File: src/rtl/div_ratio_monitor.sv
// Measures the period and high-phase length of a divided clock sampled in the
// reference domain, and reports lock, ratio change, stall and mismatch status.
module div_ratio_monitor #(
    parameter int unsigned LOCK_CNT = 2
) (
    input  logic       i_ref_clk,
    input  logic       i_rst,
    input  logic       i_mon_en,
    input  logic       i_div_clk_smp,
    input  logic [7:0] i_exp_ratio,
    output logic [7:0] o_ratio,
    output logic [7:0] o_high_cnt,
    output logic       o_valid,
    output logic       o_lock,
    output logic       o_err,
    output logic       o_timeout,
    output logic       o_mismatch
);

    typedef enum logic [1:0] {IDLE, SYNC, MEASURE, LOCKED} state_t;

    state_t     state_q;
    logic       prevSmp_q;
    logic [7:0] periodCnt_q;
    logic [7:0] highCnt_q;
    logic [4:0] matchCnt_q;
    logic [7:0] ratio_q;
    logic [7:0] highOut_q;
    logic       valid_q;
    logic       lock_q;
    logic       err_q;
    logic       timeout_q;
    logic       mismatch_q;

    logic       rise_d;
    logic [7:0] period_d;
    logic       periodSame_d;
    logic [4:0] matchCnt_d;
    logic       lockHit_d;

    // Lock is judged on the run length before this capture, so the first
    // capture after SYNC never counts as a repeat of a stale o_ratio.
    always_comb begin
        rise_d       = i_div_clk_smp & ~prevSmp_q;
        period_d     = periodCnt_q + 8'd1;
        periodSame_d = (period_d == ratio_q);
        matchCnt_d   = 5'd1;
        if (periodSame_d) begin
            matchCnt_d = (matchCnt_q == 5'h1F) ? matchCnt_q : matchCnt_q + 5'd1;
        end
        lockHit_d    = periodSame_d && (matchCnt_q >= 5'(LOCK_CNT));
    end

    always_ff @(posedge i_ref_clk) begin
        if (i_rst) begin
            state_q     <= IDLE;
            prevSmp_q   <= 1'b0;
            periodCnt_q <= 8'd0;
            highCnt_q   <= 8'd0;
            matchCnt_q  <= 5'd0;
            ratio_q     <= 8'd0;
            highOut_q   <= 8'd0;
            valid_q     <= 1'b0;
            lock_q      <= 1'b0;
            err_q       <= 1'b0;
            timeout_q   <= 1'b0;
            mismatch_q  <= 1'b0;
        end else begin
            prevSmp_q  <= i_div_clk_smp;
            valid_q    <= 1'b0;
            err_q      <= 1'b0;
            timeout_q  <= 1'b0;
            mismatch_q <= lock_q && (ratio_q != i_exp_ratio);
            if (!i_mon_en) begin
                state_q     <= IDLE;
                lock_q      <= 1'b0;
                mismatch_q  <= 1'b0;
                periodCnt_q <= 8'd0;
                highCnt_q   <= 8'd0;
                matchCnt_q  <= 5'd0;
            end else begin
                case (state_q)
                    IDLE: begin
                        state_q <= SYNC;
                    end
                    SYNC: begin
                        if (rise_d) begin
                            periodCnt_q <= 8'd0;
                            highCnt_q   <= {7'd0, i_div_clk_smp};
                            state_q     <= MEASURE;
                        end
                    end
                    MEASURE, LOCKED: begin
                        if (rise_d) begin
                            ratio_q     <= period_d;
                            highOut_q   <= highCnt_q;
                            valid_q     <= 1'b1;
                            periodCnt_q <= 8'd0;
                            highCnt_q   <= 8'd1;
                            matchCnt_q  <= matchCnt_d;
                            if (state_q == MEASURE) begin
                                if (lockHit_d) begin
                                    state_q <= LOCKED;
                                    lock_q  <= 1'b1;
                                end
                            end else if (!periodSame_d) begin
                                err_q   <= 1'b1;
                                lock_q  <= 1'b0;
                                state_q <= MEASURE;
                            end
                        end else if (periodCnt_q == 8'hFF) begin
                            // Stalled input: give up on this period and resynchronise.
                            timeout_q   <= 1'b1;
                            lock_q      <= 1'b0;
                            matchCnt_q  <= 5'd0;
                            periodCnt_q <= 8'd0;
                            highCnt_q   <= 8'd0;
                            state_q     <= SYNC;
                        end else begin
                            periodCnt_q <= periodCnt_q + 8'd1;
                            highCnt_q   <= highCnt_q + {7'd0, i_div_clk_smp};
                        end
                    end
                    default: begin
                        state_q <= IDLE;
                    end
                endcase
            end
        end
    end

    assign o_ratio    = ratio_q;
    assign o_high_cnt = highOut_q;
    assign o_valid    = valid_q;
    assign o_lock     = lock_q;
    assign o_err      = err_q;
    assign o_timeout  = timeout_q;
    assign o_mismatch = mismatch_q;

endmodule
File: config.mk
export PLATFORM = sky130hd
export DESIGN_NAME = div_ratio_monitor
export DESIGN_NICKNAME = d
export VERILOG_FILES = /design/src/rtl/div_ratio_monitor.sv
export SDC_FILE = /design/constraint.sdc
export NUM_CORES = 1
export LEC_CHECK = 0
export CELL_PAD_IN_SITES_DETAIL_PLACEMENT = 0
export CELL_PAD_IN_SITES_GLOBAL_PLACEMENT = 2
export CORE_MARGIN = 2
export CORE_UTILIZATION = 32
export CTS_CLUSTER_DIAMETER = 80
export DETAILED_ROUTE_END_ITERATION = 10
export GPL_ROUTABILITY_DRIVEN = 0
export GPL_TIMING_DRIVEN = 0
export PLACE_DENSITY = 0.76
export SLEW_MARGIN = 20
export SYNTH_ARGS = -nofsm -noshare
export SYNTH_HDL_FRONTEND = slang
export SYNTH_SLANG_ARGS = --single-unit
File: constraint.sdc
create_clock -name i_ref_clk -period 2.4 [get_ports i_ref_clk]
set_input_delay 0.48 -clock i_ref_clk [delete_from_list [all_inputs] [get_ports i_ref_clk]]
set_output_delay 0.48 -clock i_ref_clk [all_outputs]
set_load 0.05 [all_outputs]
==> reports/metrics.yaml, run 1 <==
ys_seq_area_frac: 0.3915
slew-limit-headroom: 0.5622
die_w_um: 88.80
ys_async_sr_fraction: 0
start_kind: "input pin"
die_h_um: 88.80
vias: 2007
synth-seq-cells: 45
port_buffers: 31
synthesis.nets: 297
clock_path_buffers: 2
critPathKind: "input pin to register"
worst_slew_pin_slew_ps: 656.6
drv_cap: 0
end_kind: "register"
ios: 33
drive_gt1_frac: 0.08805
yosysUniqueCellTypes: 45
whs_ps: 457.2
n_antenna_cell: 0
start_util: 0.3350
routed_wl_um: 6085
hold_buffers: 0
route.detailed.drc: 0
hold_path.class: "register to register"
overflow: 0
finalClockSkew_ps: 6.730
synth_edf_count: 0
first_global_vias: 1893
postCtsSetupBuffers: 0
n_fill_cell: 731
antenna_found_initial: 0
first_pass_iters: 4
rsz0062_at_grt: "no"
critPathBufInv: 2
syn_area_um2: 2301
finalCriticalPeriod_ps: 2270
drt-vias-per-instance: 4.848
cts_max_level: 2
core_um2: 6869
dieArea_um2: 7885
row_count: 30
slowest_stage: "clkdlybuf4s50_1"
finalSetupViolations: 0
grt_max_degree: 16
syn_area_per_cell_um2: 8.247
ys.flop_type: "dfxtp_1"
synthCells: 279
timing.critical_path.cells: "clkdlybuf4s50_1 -> nor2b_1 -> clkbuf_1 -> a21oi_1 -> o21ai_1 -> nor2_1"
cp_max_fo: 10
grt_util_all_layers: 0.1720
setup_slack_ps: 130.5
ir_drop_v: 0.0002420
cp_slowest_stage_delay_ps: 520
grt_pass1_wl_um: 10090
postLayoutCoreUtil: 0.4179
critical_path.top_delay_family: "buffers and inverters"
first_iter_violations: 81
fmax_mhz: 440.6
cp.required_ps: 2590
maxSlewViolCount: 0
syn2layout_area_growth_pct: 24.74
wl_per_cell_um: 14.70
powerDensity_nw_per_um2: 501.2
hold_viol: 0
cts-buffers-inserted: 5
clk_latency_ps: 310
outcome: "complete, no violations"
cts.clk_slew.worst_paths_ps: 90
nets: 335
cts_tree: "yes"
synth_warnings: 0
root_buffer: "clkbuf_8"
period_share: 0.9456
dp_slack_ps: -334.7
p_leak_uw: 0.0009831
crit_arrival_ps: 2460
cts_sinks: 45
dp.final_hpwl_um: 4449
antenna_left: 0
-- Yosys cell counts (all sizes together), types with 5 or more instances --
master / count / area [um^2]
buf: 5 / 31.28
nand2: 35 / 131.4
xor2: 16 / 140.1
clkbuf: 10 / 37.54
and3: 6 / 37.54
ha: 6 / 75.07
nand3: 8 / 45.04
nor2: 36 / 137.6
o21ai: 17 / 85.08
xnor2: 7 / 61.31
a21oi: 25 / 125.1
dfxtp: 45 / 900.9
nand2b: 5 / 31.28
a211oi: 7 / 52.55
nor3: 5 / 25.02
nor4: 5 / 31.28
nor3b: 6 / 45.04
-- what timing repair did --
item                                   CTS  global route
endpoints found under the hold margin    0             0
resized for setup                        2             8
setup endpoints to repair                3            24
-- logic make-up after synthesis --
kind of cell	synth area share
XOR/XNOR	0.1071
flip-flops	0.3915
adder cells (fa/ha/maj)	0.03263
AO/OA/AOI/OAI	0.1849
buffers and inverters	0.03480
AND/OR/NAND/NOR	0.2491
-- placed cells by master (no fill, tap or decap), types with 3 or more instances in the layout --
cell type,count
dfxtp_1,44
nor2_1,35
nand2_1,35
clkdlybuf4s50_1,31
a21oi_1,25
xor2_1,16
o21ai_0,13
clkbuf_1,8
a211oi_1,7
xnor2_1,7
and3_1,6
nand3_1,6
nor3b_1,6
nand2b_1,5
nor4_1,5
ha_1,5
clkbuf_8,5
buf_2,4
o21ai_1,4
nor3_1,4
inv_1,3
nor2b_1,3
a22oi_1,3
-- power breakdown --
part           leakage [uW]  internal, uW  switching, uW
clock             0.0000543           312            290
sequential         0.000363           750           4.22
combinational      0.000565          33.7           49.1
-- per-stage QoR --
step | area [um^2] | power (uW) | setup TNS [ps] | cells
finish | 2870 | 1438 | 0 | 414
global route | 2870 | 1498 | 0 | 414
CTS | 2849 | 1459 | 0 | 414
detailed placement | 2731 | 853.7 | -4712 | 406
global placement | 2731 | 853.3 | -4473 | 406
floorplan | 2301 | 815.2 | 0 | 279
-- worst paths after layout --
| path | cells past startpoint | start | slack [ps] | endpoint |
|---|---|---|---|---|
| setup / recovery | 6 | i_div_clk_smp | 130 | periodCnt_q[7] |
| hold / removal | 2 | o_high_cnt[4] | 460 | o_high_cnt[4] |
| setup reg to reg | 7 | periodCnt_q[0] | 200 | o_err |
| hold reg to reg | 2 | o_high_cnt[4] | 460 | o_high_cnt[4] |
-- final cells by class --
type	count	area, um^2	area share
Clock buffer	5	68.82	0.02398
Sequential cell	45	902.1	0.3143
Tap cell	96	120.1	0.04185
Timing Repair Buffer	31	310.3	0.1081
Multi-Input combinational cell	216	1340	0.4669
Inverter	3	11.26	0.003923
Buffer	15	71.32	0.02485
Clock inverter	3	46.29	0.01613
-- flip-flops by register name, summed over array words and instances, names as in the netlist --
register	cells
highCnt_q	8
matchCnt_q	5
o_err	1
o_high_cnt	8
o_lock	1
o_mismatch	1
o_ratio	8
o_timeout	1
o_valid	1
periodCnt_q	8
prevSmp_q	1
state_q	2
-- routing by layer --
layer	vias up	wire, um	GRT usage
met5	-	0	0
met4	0	85	0.05785
met3	9	171	0.04851
met2	23	2722	0.2619
met1	928	3105	0.2341
li1	1047	-	-
-- tightest hold or removal path, cell delays in order, from the launching register on --
cell and delay (ps):
dfxtp_1 320, nand2_1 50, a21oi_1 50
(Power assumes the default switching activity.)
==> inputs of run 2 (changes only) <==
--- a/config.mk
+++ b/config.mk
@@ -14,7 +14,6 @@
 export GPL_ROUTABILITY_DRIVEN = 0
 export GPL_TIMING_DRIVEN = 0
 export PLACE_DENSITY = 0.76
-export SLEW_MARGIN = 20
 export SYNTH_ARGS = -nofsm -noshare
 export SYNTH_HDL_FRONTEND = slang
 export SYNTH_SLANG_ARGS = --single-unit
==> results of run 2 <==
Same layout as run 1: the final DEF is identical, and so are final timing and power.
==> inputs of run 3 (changes only) <==
--- a/config.mk
+++ b/config.mk
@@ -7,13 +7,14 @@
 export LEC_CHECK = 0
 export CELL_PAD_IN_SITES_DETAIL_PLACEMENT = 0
 export CELL_PAD_IN_SITES_GLOBAL_PLACEMENT = 2
+export CORE_ASPECT_RATIO = 1.25
 export CORE_MARGIN = 2
 export CORE_UTILIZATION = 32
 export CTS_CLUSTER_DIAMETER = 80
 export DETAILED_ROUTE_END_ITERATION = 10
 export GPL_ROUTABILITY_DRIVEN = 0
 export GPL_TIMING_DRIVEN = 0
-export PLACE_DENSITY = 0.76
+export PLACE_DENSITY = 0.78
 export SYNTH_ARGS = -nofsm -noshare
 export SYNTH_HDL_FRONTEND = slang
 export SYNTH_SLANG_ARGS = --single-unit
==> reports/metrics.yaml, run 3 (synthesized netlist as in run 1, its figures left out) <==
outcome: "complete, no violations"
cp.required_ps: 2580
drv_cap: 0
ios: 33
first_pass_iters: 4
antenna_found_initial: 0
r2r_cells: 7
powerDensity_nw_per_um2: 507.1
crit_arrival_ps: 2400
grt_pass1_wl_um: 9425
worst_slew_pin_slew_ps: 792.2
mostFrequentLayoutCells: "44 x dfxtp_1, 35 x nor2_1, 35 x nand2_1"
drt-vias-per-instance: 5.047
drive_gt1_frac: 0.08491
syn2layout_area_growth_pct: 24.36
cts.clk_slew.worst_paths_ps: 90
finalCriticalPeriod_ps: 2215
nets: 335
route.detailed.drc: 0
cts-buffers-inserted: 5
start_util: 0.3298
wl_per_cell_um: 14.29
die_w_um: 79.85
critPathKind: "register to register"
hold_viol: 0
cp_max_fo: 6
dp_slack_ps: -407.0
clock_path_buffers: 2
first_global_vias: 1925
overflow: 0
core_um2: 6977
cts_tree: "yes"
fmax_mhz: 451.5
first_iter_violations: 106
maxSlewViolCount: 0
port_buffers: 31
root_buffer: "clkbuf_8"
end_kind: "register"
row_count: 34
grt_util_all_layers: 0.1542
slew-limit-headroom: 0.4719
whs_endpoint: "o_high_cnt[2]"
dp.final_hpwl_um: 4369
antenna_left: 0
n_antenna_cell: 0
p_leak_uw: 0.0009857
setup_slack_ps: 185.4
cts_sinks: 45
die_h_um: 98.81
hold_path.startpoint: "o_high_cnt[2]"
r2r-end: "o_err"
grt_max_degree: 15
n_fill_cell: 756
power_uw: 1451
routed_wl_um: 5829
postLayoutCoreUtil: 0.4102
cts_max_level: 2
start_kind: "register"
hold_path.class: "register to register"
r2r_setup_slack_ps: 190
ir_drop_v: 0.0002881
rsz0062_at_grt: "no"
vias: 2059
critical_path.reg2reg.startpoint: "periodCnt_q[0]"
hold_depth: 2
mostFrequentLayoutCell: "dfxtp_1"
period_share: 0.9228
finalSetupViolations: 0
clk_latency_ps: 300
dieArea_um2: 7889
finalClockSkew_ps: 9.786
hold_buffers: 0
run 3: final cells by class:
cell class,instances,area (um^2),area share
plain buffers,15,71.32,0.02492
clock buffers,6,82.58,0.02886
clock inverters,2,37.54,0.01312
inverters,3,11.26,0.003935
multi-input cells,216,1334,0.4661
flip-flops and latches,45,902.1,0.3153
well taps,90,112.6,0.03935
repair buffers,31,310.3,0.1084
run 3: worst max-delay path by stage:
stage	slack (ps)	start	cells after the start	end
finish	190	periodCnt_q[0]	7	o_err
global route	9	i_div_clk_smp	7	o_ratio[3]
detailed placement	-410	i_div_clk_smp	6	periodCnt_q[2]
floorplan	290	o_ratio[2]	6	o_err
CTS	20	i_div_clk_smp	7	o_ratio[2]
global placement	-390	i_div_clk_smp	6	highCnt_q[2]
run 3: timing repair:
action / 4_1_cts / 5_1_grt
pin swaps: 0 / 0
buffers inserted: 0 / 0
resized for setup: 1 / 8
endpoints found under the setup margin: 4 / 26
run 3: routing by layer:
metal,share of wire,GRT usage,up-vias
li1,-,-,1050
met5,0,0,-
met1,0.46,0.1981,955
met2,0.47,0.2495,44
met4,0.027,0.06128,0
met3,0.043,0.03480,10
run 3: where the power goes:
| group | switching [uW] | internal, uW | total, uW | leakage, uW |
|---|---|---|---|---|
| Sequential | 4.13 | 749 | 754 | 0.000363 |
| Combinational | 49.2 | 33.8 | 82.9 | 0.000565 |
| Clock | 275 | 339 | 614 | 0.0000574 |
| Total | 329 | 1120 | 1450 | 0.000986 |
run 3: critical path, stage by stage (launching register included):
cell,delay (ps)
dfxtp_2,400
ha_2,270
nand3_1,230
xnor2_1,210
a311oi_2,210
o2111ai_2,250
or2_1,360
nor4b_2,180
run 3: through the flow:
stage | setup TNS [ps] | instances | hold WS, ps | instance area (um^2)
2_1_floorplan | 0 | 279 | 443.7 | 2301
3_3_place_gp | -4867 | 400 | 446.5 | 2724
3_5_place_dp | -5408 | 400 | 449.6 | 2724
4_1_cts | 0 | 408 | 463.4 | 2844
5_1_grt | 0 | 408 | 486.0 | 2861
6_report | 0 | 408 | 458.5 | 2861
